===== config.mk =====
export PLATFORM = sky130hd
export DESIGN_NAME = demux_1x4_buf
export DESIGN_NICKNAME = d
export VERILOG_FILES = /design/src/rtl/demux_1x4_buf.sv
export SDC_FILE = /design/constraint.sdc
export NUM_CORES = 1
export LEC_CHECK = 0
export CORE_MARGIN = 8
export CORE_UTILIZATION = 42
export DETAILED_ROUTE_END_ITERATION = 8
export GPL_TIMING_DRIVEN = 0
export PLACE_DENSITY = 0.83
export SYNTH_ARGS = -nofsm -noshare
export SYNTH_HDL_FRONTEND = slang
export SYNTH_SLANG_ARGS = --single-unit

===== constraint.sdc =====
create_clock -name clk -period 6.8 [get_ports clk]
set_clock_uncertainty 0.15 [all_clocks]
set_input_delay 1.36 -clock clk [delete_from_list [all_inputs] [get_ports clk]]
set_output_delay 1.36 -clock clk [all_outputs]
set_load 0.005 [all_outputs]

===== src/rtl/demux_1x4_buf.sv =====
// rtl/demux_1x4_buf.sv - buffered 1-to-4 demultiplexer with a 2-entry in-order FIFO
module demux_1x4_buf #(
    parameter int DATA_WIDTH = 32
) (
    input  logic                  clk,
    input  logic                  rstn,
    input  logic                  in_valid,
    output logic                  in_ready,
    input  logic [1:0]            in_select,
    input  logic [DATA_WIDTH-1:0] in_data,
    output logic [3:0]            out_valid,
    input  logic [3:0]            out_ready,
    output logic [DATA_WIDTH-1:0] out1_data,
    output logic [DATA_WIDTH-1:0] out2_data,
    output logic [DATA_WIDTH-1:0] out3_data,
    output logic [DATA_WIDTH-1:0] out4_data,
    output logic [1:0]            count
);

    logic [1:0]            sel_mem  [2];
    logic [DATA_WIDTH-1:0] data_mem [2];
    logic                  wp;
    logic                  rp;
    logic [1:0]            count_q;
    logic                  push;
    logic                  pop;
    logic                  not_empty;
    logic [1:0]            head_sel;
    logic [DATA_WIDTH-1:0] head_data;

    assign count     = count_q;
    assign not_empty = (count_q != 2'd0);
    assign head_sel  = sel_mem[rp];
    assign head_data = data_mem[rp];

    // Ready looks only at registered occupancy, so a pop never opens a slot in the same cycle.
    assign in_ready  = (count_q != 2'd2);
    assign push      = in_valid & in_ready;
    assign pop       = |(out_valid & out_ready);

    always_comb begin
        out_valid = 4'b0000;
        out1_data = '0;
        out2_data = '0;
        out3_data = '0;
        out4_data = '0;
        if (not_empty) begin
            case (head_sel)
                2'b00: begin
                    out_valid = 4'b0001;
                    out1_data = head_data;
                end
                2'b01: begin
                    out_valid = 4'b0010;
                    out2_data = head_data;
                end
                2'b10: begin
                    out_valid = 4'b0100;
                    out3_data = head_data;
                end
                default: begin
                    out_valid = 4'b1000;
                    out4_data = head_data;
                end
            endcase
        end
    end

    always_ff @(posedge clk or negedge rstn) begin
        if (!rstn) begin
            count_q <= 2'd0;
            wp      <= 1'b0;
            rp      <= 1'b0;
        end else begin
            if (push) begin
                wp <= ~wp;
            end
            if (pop) begin
                rp <= ~rp;
            end
            case ({push, pop})
                2'b10:   count_q <= count_q + 2'd1;
                2'b01:   count_q <= count_q - 2'd1;
                default: count_q <= count_q;
            endcase
        end
    end

    // Payload storage is left unreset; occupancy alone decides what is visible.
    always_ff @(posedge clk) begin
        if (push) begin
            sel_mem[wp]  <= in_select;
            data_mem[wp] <= in_data;
        end
    end

endmodule


==> metrics.yaml <==
die:
  initial_core_util_pct: 42.90
  coreArea_um2: 7647
  dieArea_um2: 10900
  io_pins: 176
  die-height_um: 104.4
  die_w_um: 104.4
  rows: 32
routing:
  drt-total-wl_um: 9958
  drt_first_pass_iters: 4
  routed_via_density: 4.720
  post_drt_wl_per_cell_um: 17.41
  ant_nets: 0
  dr.first_iter.drc_count: 97
  via_count: 2700
  remaining_drc_errors: 0
clock_tree:
  root_buffer: "clkbuf_8"
  h-tree-depth: 3
  cts.sinks: 72
  clk_path_buf_depth: 2
  post_cts_resized: 0
  post_cts_buffers: 0
  cts_buffers: 9
  clk_pin_slew_worst_paths_ns: 0.07
  tritoncts: "done"
  cts_hold_buf: 0
  clk_latency_ns: 0.32
setup_path:
  worstReg2RegEnd: "count[1]"
  crit_path_max_fanout: 10
  reg2reg_depth: 7
  end_kind: "primary output"
  critical_path_class: "flip-flop to primary output"
  crit_path_start_kind: "flip-flop"
  rr_startpoint: "rp"
  critPathRequiredTime_ns: 5.29
  worstPathArrival_ns: 2.52
  r2r_slack_ns: 4.77
power_and_ir_drop:
  combPwrFrac_pct: 58.2
  power_density_nw_per_um2: 408.3
  vdd_drop_max_v: 0.0002092
  p_leak_nw: 2.033
  sequentialPowerShare_pct: 29.6
  netSwitchingPower_mw: 0.7753
  p_sw_share_pct: 35.50
  clock_power_share_pct: 12.2
  total_power_mw: 2.184
  internal_power_mw: 1.408
synth:
  synth_edf_count: 68
  yosysMostFrequentCell: "nor2_1"
  syn_area_um2: 3281
  yosysWarningCount: 0
  postSynthAreaPerCell_um2: 11.76
  synthTopCellsByCount: "nor2_1 (130), edfxtp_1 (68), mux2i_1 (35), buf_2 (12), buf_6 (7)"
  ys_async_sr_fraction_pct: 5.556
  synth_top_area_cell: "edfxtp_1"
  syn_nets: 321
  ys_seq_area_share_pct: 65.29
  synth_seq_cells: 72
  ys.flop_type: "edfxtp_1"
  synthDistinctLibCells: 20
  synth_top_area_share_pct: 62.24
  synthTopCellsByArea: "edfxtp_1 (62%), nor2_1 (15%), mux2i_1 (11%)"
  syn_inst: 279
placed_design:
  gp_congestion: 0.7501
  hpwlAfterDp_um: 7665
  dp_cells: 557
  io_buffers: 175
timing:
  worst_slew_pin_slew_ns: 0.8666
  setup_tns_ns: 0
  rsz0062_at_grt: "false"
  period_needed_ns: 4.026
  slew_violations: 0
  period_share_pct: 59.20
  max-slew-margin-rel_pct: 42.23
  hold_viol: 0
  fin_hold_ws_ns: 0.4021
  setup_viol: 0
  fmax_mhz: 248.4
cells_and_area:
  layout-drive-gt1-share_pct: 7.660
  register_area_um2: 2142
  multi_input_area_um2: 985.9
  antennaDiodeCount: 0
  final_util_pct: 69.94
  final_nets: 508
  finalNonFillerCells: 572
  area_growth_pct: 63.04
  fillers: 566
min_path:
  hold_depth: 1
  hold_end: "count[1]"
  min-delay-start: "count[1]"
  hold_path_class: "flip-flop to flip-flop"
global_route:
  grt_pass1_vias: 3007
  globalRouteOverflowTotal: 0
  grt_pass1_wl_um: 15600
  antenna_found_initial: 0
  grt_util_all_layers_pct: 18.12
  grt_max_degree: 35
status:
  status: "finished clean"
job:
  drv_cap: 0
## layer usage
metal	share of wire, %	track usage, %	vias up
met5	0	0	-
met4	0.78	5.791	0
met1	37	17.48	1278
li1	-	-	1306
met2	54	34.43	109
met3	8.1	6.691	7
## state kept, by name (all words and copies together), names as in the netlist
signal    cells
rp            1
wp            1
sel_mem       4
data_mem     64
count         2
## worst max-delay path by stage
stage / from / endpoint / slack, ns / cells past startpoint
2_1_floorplan: in_valid / data_mem[0][0] / 3.33 / 2
3_5_place_dp: rp / out2_data[5] / 3.12 / 8
3_3_place_gp: in_valid / data_mem[0][19] / 2.04 / 3
5_1_grt: rp / out2_data[5] / 2.57 / 8
6_report: rp / out2_data[5] / 2.77 / 8
4_1_cts: rp / out2_data[5] / 2.75 / 8
## cell usage in the layout, fill, tap and decap left out, drive strengths merged
cell type,Yosys,routed
inv,5,5
o22ai,1,1
o21bai,1,1
xnor2,3,3
ha,1,1
edfxtp,68,68
clkdlybuf4s50,0,175
mux2i,36,36
clkinvlp,0,1
nand2b,3,3
o21ai,1,1
and3,1,1
or2,2,2
xor2,2,2
nor2,130,130
nand2,1,1
dfrtp,4,4
buf,19,20
clkbuf,1,11
clkinv,0,4
## power by group through the flow
stage	Sequential, mW	Combinational [mW]	Clock [mW]
CTS	0.647	1.29	0.276
finish	0.646	1.27	0.267
global placement	0.654	1.25	0
detailed placement	0.656	1.29	0
global route	0.656	1.38	0.297
floorplan	0.648	0.570	0
## through the flow
stage	cell area, um2	setup WS [ns]
6_report	5349	2.774
3_3_place_gp	5160	2.045
3_5_place_dp	5196	3.119
2_1_floorplan	3281	3.333
4_1_cts	5349	2.748
5_1_grt	5349	2.567
## critical path, cell delays in order, from the launching register on
cell and delay (ns):
dfrtp_1 0.36, buf_6 0.17, mux2i_1 0.21, o21ai_0 0.15, nand2b_1 0.17, clkbuf_1 0.19, buf_2 0.25, nor2_1 0.17
clkdlybuf4s50_1 0.52
## area by class of cell
class,instances,area share [%]
flip-flops and latches,72,40.05
repair buffers,176,33.26
clock inverters,5,0.4678
inverters,5,0.3509
plain buffers,20,2.667
well taps,102,2.386
multi-input cells,182,18.43
clock buffers,10,2.386
## kinds of logic after synthesis
group	synth area share (%)
and+or+nand+nor	16.13
DFF	65.29
muxes	11.37
buffers and inverters	4.920
xor gates and xnor gates	1.335
AOI/OAI and AO/OA	0.5721
adders and majority gates	0.3813
Power figures use the tool's default switching activity.
